### src/rtl/seq_mult_pkg.sv
// Shared types and helpers for the sequential signed/unsigned multiplier.
package seq_mult_pkg;

    typedef enum logic [1:0] {
        IDLE = 2'd0,
        CALC = 2'd1,
        SIGN = 2'd2,
        DONE = 2'd3
    } state_t;

    // Width of the step counter that runs 0..length-1.
    function automatic int cnt_width(input int length);
        return (length > 2) ? $clog2(length) : 1;
    endfunction

endpackage

### src/rtl/seq_mult_signed_abs_val.sv
// Conditional two's-complement negate: o_val = i_neg ? -i_val : i_val.
module abs_val #(
    parameter int W = 8
) (
    input  logic         i_neg,
    input  logic [W-1:0] i_val,
    output logic [W-1:0] o_val
);

    assign o_val = i_neg ? (~i_val + W'(1)) : i_val;

endmodule

### src/rtl/seq_mult_signed.sv
// Shift-and-add multiplier on operand magnitudes with a sign fix-up state,
// start/busy/done handshake and sign-magnitude display outputs.
module seq_mult_signed
    import seq_mult_pkg::*;
#(
    parameter int LENGTH     = 5,
    parameter int OUT_LENGTH = 8
) (
    input  logic                  clock,
    input  logic                  reset,
    input  logic                  start,
    input  logic                  signed_mode,
    input  logic [LENGTH-1:0]     multiplicand,
    input  logic [LENGTH-1:0]     multiplier,
    output logic                  busy,
    output logic                  done,
    output logic [2*LENGTH-1:0]   product,
    output logic [2*LENGTH-1:0]   magnitude,
    output logic                  negative,
    output logic                  overflow
);

    localparam int CW = cnt_width(LENGTH);
    localparam int PW = 2 * LENGTH;

    state_t              r_state;
    state_t              w_next;
    logic                r_sign;
    logic [LENGTH-1:0]   r_mcand;
    logic [LENGTH-1:0]   r_mplr;
    logic [LENGTH:0]     r_acc;
    logic [CW-1:0]       r_cnt;
    logic [PW-1:0]       r_product;
    logic [PW-1:0]       r_magnitude;
    logic                r_negative;
    logic                r_overflow;

    logic                w_neg_a;
    logic                w_neg_b;
    logic [LENGTH-1:0]   w_abs_a;
    logic [LENGTH-1:0]   w_abs_b;
    logic [LENGTH:0]     w_sum;
    logic [PW:0]         w_shift;
    logic [PW-1:0]       w_mag;
    logic [PW-1:0]       w_prod;
    logic                w_last;
    logic                w_ovf;

    assign w_neg_a = signed_mode & multiplicand[LENGTH-1];
    assign w_neg_b = signed_mode & multiplier[LENGTH-1];

    abs_val #(.W(LENGTH)) u_abs_a (
        .i_neg (w_neg_a),
        .i_val (multiplicand),
        .o_val (w_abs_a)
    );

    abs_val #(.W(LENGTH)) u_abs_b (
        .i_neg (w_neg_b),
        .i_val (multiplier),
        .o_val (w_abs_b)
    );

    // After the final shift the accumulator MSB is always zero, so the
    // full magnitude is the low LENGTH accumulator bits above the multiplier.
    assign w_sum   = r_mplr[0] ? (r_acc + {1'b0, r_mcand}) : r_acc;
    assign w_shift = {w_sum, r_mplr} >> 1;
    assign w_mag   = {r_acc[LENGTH-1:0], r_mplr};
    assign w_last  = (r_cnt == CW'(LENGTH - 1));
    assign w_ovf   = |(w_mag >> OUT_LENGTH);

    abs_val #(.W(PW)) u_neg_prod (
        .i_neg (r_sign),
        .i_val (w_mag),
        .o_val (w_prod)
    );

    always_ff @(posedge clock or negedge reset) begin
        if (!reset) begin
            r_state <= IDLE;
        end else begin
            r_state <= w_next;
        end
    end

    always_comb begin
        w_next = r_state;
        busy   = 1'b0;
        done   = 1'b0;
        case (r_state)
            IDLE: begin
                if (start) w_next = CALC;
            end
            CALC: begin
                busy = 1'b1;
                if (w_last) w_next = SIGN;
            end
            SIGN: begin
                busy   = 1'b1;
                w_next = DONE;
            end
            DONE: begin
                done   = 1'b1;
                w_next = IDLE;
            end
            default: w_next = IDLE;
        endcase
    end

    always_ff @(posedge clock or negedge reset) begin
        if (!reset) begin
            r_sign      <= 1'b0;
            r_mcand     <= '0;
            r_mplr      <= '0;
            r_acc       <= '0;
            r_cnt       <= '0;
            r_product   <= '0;
            r_magnitude <= '0;
            r_negative  <= 1'b0;
            r_overflow  <= 1'b0;
        end else begin
            case (r_state)
                IDLE: begin
                    if (start) begin
                        r_sign  <= signed_mode & (multiplicand[LENGTH-1] ^ multiplier[LENGTH-1]);
                        r_mcand <= w_abs_a;
                        r_mplr  <= w_abs_b;
                        r_acc   <= '0;
                        r_cnt   <= '0;
                    end
                end
                CALC: begin
                    r_acc  <= w_shift[PW:LENGTH];
                    r_mplr <= w_shift[LENGTH-1:0];
                    r_cnt  <= r_cnt + 1'b1;
                end
                SIGN: begin
                    r_magnitude <= w_mag;
                    r_product   <= w_prod;
                    r_negative  <= r_sign & (|w_mag);
                    r_overflow  <= w_ovf;
                end
                default: ;
            endcase
        end
    end

    assign product   = r_product;
    assign magnitude = r_magnitude;
    assign negative  = r_negative;
    assign overflow  = r_overflow;

endmodule
### config.mk
export PLATFORM = sky130hd
export DESIGN_NAME = seq_mult_signed
export DESIGN_NICKNAME = d
export VERILOG_FILES = /design/src/rtl/seq_mult_pkg.sv /design/src/rtl/seq_mult_signed_abs_val.sv /design/src/rtl/seq_mult_signed.sv
export SDC_FILE = /design/constraint.sdc
export NUM_CORES = 1
export LEC_CHECK = 0
export ABC_CLOCK_PERIOD_IN_PS = 3450
export CORE_ASPECT_RATIO = 1.5
export CORE_MARGIN = 10
export CORE_UTILIZATION = 57
export DETAILED_ROUTE_END_ITERATION = 10
export GPL_ROUTABILITY_DRIVEN = 0
export PLACE_DENSITY = 0.86
export SKIP_CTS_REPAIR_TIMING = 1
export SLEW_MARGIN = 10
export SYNTH_ARGS = -nofsm -noshare
export SYNTH_HDL_FRONTEND = slang
export SYNTH_SLANG_ARGS = --single-unit
### constraint.sdc
create_clock -name clock -period 3.45 [get_ports clock]
set_input_delay 0.8625 -clock clock [delete_from_list [all_inputs] [get_ports clock]]
set_output_delay 0.8625 -clock clock [all_outputs]
set_load 0.01 [all_outputs]
* Yosys cells after proc, flatten, opt, wreduce, memory -nomap -nowiden *
Cells that the tools add are included.

cells by class
  mux-type cells = 15
  reductions and logical operators = 8
  add/sub/neg operators = 5
  bitwise logic cells = 8
  equal/unequal tests = 6

operators with widths
  kind                     number
  $mux W5                  3
  $mux W6                  2
  $pmux W6 S2              1
  $add A10 B1 Y10 const B  1
  $add A5 B1 Y5 const B    2
  $mux W10                 1
  $not A10 Y10             1
  $not A5 Y5               2
  $pmux W5 S2              1
  $reduce_or A10 Y1        1
  $pmux W2 S4              1
  $add A6 B5 Y6            1
  $pmux W3 S2              1
  $reduce_and A2 Y1        3
  $and A1 B1 Y1            4
  $eq A2 B2 Y1 const B     2
  $mux W2                  2
  $ne A2 B2 Y1 const B     2
  $reduce_or A2 Y1         2
  $add A3 B1 Y3 const B    1
  $eq A3 B3 Y1 const B     1
  $mux W3                  1
  $eq A2 B1 Y1 const B     1
  $logic_not A2 Y1         1
  3 further kinds          4

word-level totals
  input port bits = 14
  flip-flop bits (word level) = 44
  word-level logic and storage cells = 52

* Depth between registers and ports, before layout *
  word-level depth = 5
  depth in mapped cells = 7

* Modules after synthesis *
A second synthesis with hierarchy kept.

unflattened totals
  cell total of the unflattened synthesis = 226
  area total of the unflattened synthesis = 2451.1 um2

modules (own cells, without submodules)
  module                  times used  area an instance (um2)  sequential area each (um2)  cells each
  seq_mult_signed         1           2026.9                  1076.0                      170
  abs_val at u_abs_a ...  2           111.4                   0.0                         15
  abs_val at u_neg_prod   1           201.4                   0.0                         26

* Worst setup path after synthesis *
Ideal clock, no wire load.

  path kind = input to register
  from = in start
  to = reg r_mplr[2]
  arrival time = 1.683 ns
  library setup time = 0.136 ns
  cell stages on the path = 4
  setup slack = 1.630 ns
  cell sequence = nand2b_1 > o21ai_1 > clkbuf_1 > o21ai_0

on the way
  longest elaborated chain between the ends = 2

ends and longest elaborated chain
  what                         line                    source
  start: declaration           seq_mult_signed.sv:11   input logic start,
  $ne A2 B2 Y1 (no line)       --
  $reduce_and A2 Y1 (no line)  --
  end signal: assignment       seq_mult_signed.sv:127  r_mplr <= w_abs_b;
  end signal: assignment       seq_mult_signed.sv:134  r_mplr <= w_shift[LENGTH-1:0];
  end: declaration             seq_mult_signed.sv:30   logic [LENGTH-1:0] r_mplr;

Every way passes these cells.
A chain may end at the register's enable or synchronous reset.

* Final worst setup path *
  from = reg r_state[0]
  to = out busy

on the way
  longest elaborated chain between the ends = 3
  elaborated cells on any way between the ends = 4

ends and longest elaborated chain
  what                                          line                   source
  start: declaration                            seq_mult_signed.sv:26  state_t r_state;
  start signal: assignment                      seq_mult_signed.sv:82  r_state <= w_next;
  $eq A2 B1 Y1 or $eq A2 B2 Y1 (tied branches)  seq_mult_signed.sv:90  case (r_state)
  $reduce_or A2 Y1 (no line) *                  --
  $mux W1 *                                     seq_mult_signed.sv:90
  end: declaration                              seq_mult_signed.sv:15  output logic busy,

Every way passes the cells marked *; elsewhere a longest branch is shown, timed or not.

==> results by stage <==
Run status:
- The flow ran to the end, and the final reports show no timing, DRC or antenna violations.

Worst setup path:
- The biggest fanout along the worst timing path is 4.
- The worst path arrival time is 1.64 ns.
- The critical path endpoint category is an output pin.
- On the critical path, the stage with the largest delay is an instance of clkdlybuf4s50_1.
- The delay of the slowest critical-path stage is 0.54 ns.
- The critical setup path kind is flip-flop to output pin.
- The critical path goes through inv_1, ha_1, clkdlybuf4s50_1.
- The type of origin of the critical path is a flip-flop.
- The cell family with the largest share of critical-path delay is buffers and inverters.
- The total buffers and inverters traversed by the critical path is 2.
- The required time at the endpoint of the critical path is 2.59 ns.
- Across all register-to-register paths, the minimum setup slack is 1.18 ns.

Place:
- During placement, the flow inserted port buffers numbering 37.
- The detailed-placement wirelength estimate is 3.604 mm.

Synth:
- The synthesis warning total is 0.
- The commonest cells after synthesis are dfrtp_1, nor2_1, nand2_1.
- The number of nets produced by synthesis is 250.
- Counting flops and latches in the post-synthesis netlist gives 42.
- The cell area after technology mapping is 2316 sq um.
- The post-synthesis sequential area ratio is 0.4538.
- Among all flip-flop cells after synthesis, the most frequent one is dfrtp_1.
- Averaged over all synthesized cells, the footprint is 10.48 sq um.
- The library cell occupying the most area in the post-synthesis netlist is dfrtp_1.
- Synthesis instantiated 47 different standard cells from the library.
- The synthesized design contains 0 enable-type register cells.
- By area the synthesized netlist is led by dfrtp_1, ha_1, mux2_2, nor2_1, o21ai_0.
- The fraction of registers with async set or reset after synthesis is 1.000.
- The cell count after synthesis came out at 221.
- The fraction of synthesized cell area taken by the top area cell type is 0.4538.
- The most instantiated library cell after synthesis is dfrtp_1.

Layout:
- The layout filler cell count is 307.
- In the final layout, flip-flops and latches occupy 1051 sq um.
- The repair_antennas step left the layout with diodes totalling 0.
- The final net count is 283.
- The area occupied by multi-input gates is 1131 sq um.
- The share of cells above drive strength 1 is 0.1020.
- The area added between synthesis and finish is 21.29%.

Floorplanning:
- The initial standard-cell utilization of the core is 0.5902.
- The die covers 7065 sq um.
- The horizontal die dimension is 72.05 um.
- The I/O pin total is 38.
- The total area inside the core boundary comes to 3924 sq um.
- The die extent in y is 98.07 um.
- The number of standard-cell rows in the floorplan is 28.

Detailed routing:
- The routed wirelength normalized by instance count is 16.28 um.
- The total DRC errors in the routed layout is 0.
- The count of routing violations after the opening detailed-route iteration is 120.
- Summed over all layers, the routed wires come to 4.885 mm.
- The routed layout has 1748 vias.
- In this run the remaining antenna-violating nets after routing total 0.
- Using the TritonRoute via totals, the vias-per-cell ratio works out to 5.827.
- The number of iterations in the first detailed-routing pass is 4.

Flow run:
- The tool flagged a number of max-cap violations equal to 0.

Power and ir drop:
- The completed layout was analyzed and its total power is 2.667 mW.
- The leakage power is 1.274 nW.
- The power density over cell area is 949.3 nW/um^2.
- The worst-case IR drop observed on VDD is 0.6406 mV.

Timing:
- The final hold violation count is 0.
- The aggregate negative setup slack is 0 ns.
- Derived from the worst setup path, the maximum achievable clock frequency is 399.9 MHz.
- The worst clock skew on the final layout is 0.002622 ns.
- The actual slew at the worst max-slew pin is 1.086 ns.
- Setup violations remaining at the end of the flow were counted as 0.
- The ratio of final minimum period to clock period is 0.7248.
- Headroom to the max-slew limit came out at 0.2710.
- For the finished layout, the period the worst path requires is 2.500 ns.
- Setup repair after global routing left no endpoint under its margin.
- The max-slew violation count is 0.

Global routing:
- The first global-routing pass estimated 8.100 mm of wire.
- The initial antenna violation count is 0.
- The via count of the first global-routing pass came to 1727.
- The global-route usage over all layers is 0.1409.
- The maximum number of pins on one net before global-route repair is 43.
- The global route total overflow is 0.

Min path:
- The class of the tightest hold or removal check is flip-flop to flip-flop.

Clocking:
- The TritonCTS clock tree is yes.
- Clock-pin slew was measured on the worst setup and hold paths at 0.08 ns.
- The clock latency on the worst-skew pair is 0.30 ns.
- The longest clock path from root to sink contains 2 buffers.
- The cell sitting at the root of the clock tree is a clkbuf_8.
- The count of H-tree levels built during CTS is 2.
- The count of clock tree sinks is 42.
- The CTS buffer count is 5.
layer usage:
| layer | wire length, um | vias to the layer above | track usage |
|---|---|---|---|
| li1 | - | 841 | - |
| met1 | 1967 | 848 | 0.1533 |
| met2 | 2546 | 51 | 0.2384 |
| met3 | 250 | 8 | 0.04053 |
| met4 | 121 | 0 | 0.07324 |
| met5 | 0 | - | 0 |
cells by family (layout without fill, tap and decap cells):
kind of cell             count (synthesis)  in the layout  synth area share
AO/OA/AOI/OAI                           51             51            0.1551
XOR/XNOR                                14             14           0.05295
adder cells (fa/ha/maj)                 15             15           0.08428
buffers and inverters                   28             62           0.05781
flip-flops                              42             42            0.4538
multiplexers                            19             19           0.09022
AND/OR/NAND/NOR                         52             52            0.1059
area by class of cell:
type	instances	area share
clock buffers	5	0.02450
multi-input cells	151	0.4027
flip-flops and latches	42	0.3742
well taps	45	0.02004
inverters	16	0.02138
clock inverters	3	0.02450
repair buffers	38	0.1327
path summary, 6_finish.rpt:
path,from,to,cells after the start
worst max-delay path,r_state[0]$_DFFE_PN0P_,busy,3
worst min-delay path,r_mcand[4]$_DFFE_PN0P_,r_mcand[4]$_DFFE_PN0P_,2
worst max register to register,r_state[1]$_DFFE_PN0P_,r_mplr[4]$_DFFE_PN0P_,5
worst min register to register,r_mcand[4]$_DFFE_PN0P_,r_mcand[4]$_DFFE_PN0P_,2
max in group asynchronous,reset,r_cnt[1]$_DFFE_PN0P_,1
min in group asynchronous,reset,r_mcand[2]$_DFFE_PN0P_,1
placed cells by master (no fill, tap or decap), drive strengths merged, types with 2 or more instances in the layout:
cell type | netlist | layout
bufinv | 0 | 2
a21oi | 11 | 11
dfrtp | 42 | 42
clkbuf | 8 | 5
nand2 | 17 | 17
or4 | 2 | 2
mux2 | 12 | 12
o41ai | 3 | 3
nand3b | 2 | 2
o21ai | 17 | 17
xnor2 | 8 | 8
buf | 4 | 2
inv | 16 | 16
nor2 | 20 | 20
a22o | 3 | 3
ha | 14 | 14
mux2i | 7 | 7
a32oi | 3 | 3
xor2 | 6 | 6
o31ai | 2 | 2
o311ai | 3 | 3
clkdlybuf4s50 | 0 | 36
nor3b | 2 | 2
registers in the layout, indices dropped and copies added, names as in the netlist:
name and cells:
product 10, magnitude 9, r_acc 5, r_mcand 5
r_mplr 5, r_cnt 3, r_state 2, negative 1
overflow 1, r_sign 1
stage by stage:
step	worst slack [ns]	utilization	instances	hold WS (ns)	cell area, sq um
6_report	0.9496	0.7159	300	0.4962	2809
5_1_grt	0.8525	0.7159	300	0.5188	2809
4_1_cts	0.9239	0.7159	300	0.4998	2809
3_5_place_dp	0.8270	0.6808	292	0.4786	2671
3_3_place_gp	0.8968	0.6808	292	0.4683	2671
2_1_floorplan	1.630	-	221	0.4563	2316
report_power, final:
part	total (mW)	internal, mW	switching, mW
registers	0.946	0.704	0.242
logic	1.25	0.644	0.610
clock network	0.466	0.290	0.176
worst reg2reg max path, delay by kind of cell, from the launching register on:
family / cells / cell delay (ns)
flops: 1 / 0.41
buf+inv: 1 / 0.08
compound gates: 2 / 1.23
fa+ha+maj: 1 / 0.33
simple gates: 1 / 0.11
Note: power is estimated with default switching activity, not from simulation.
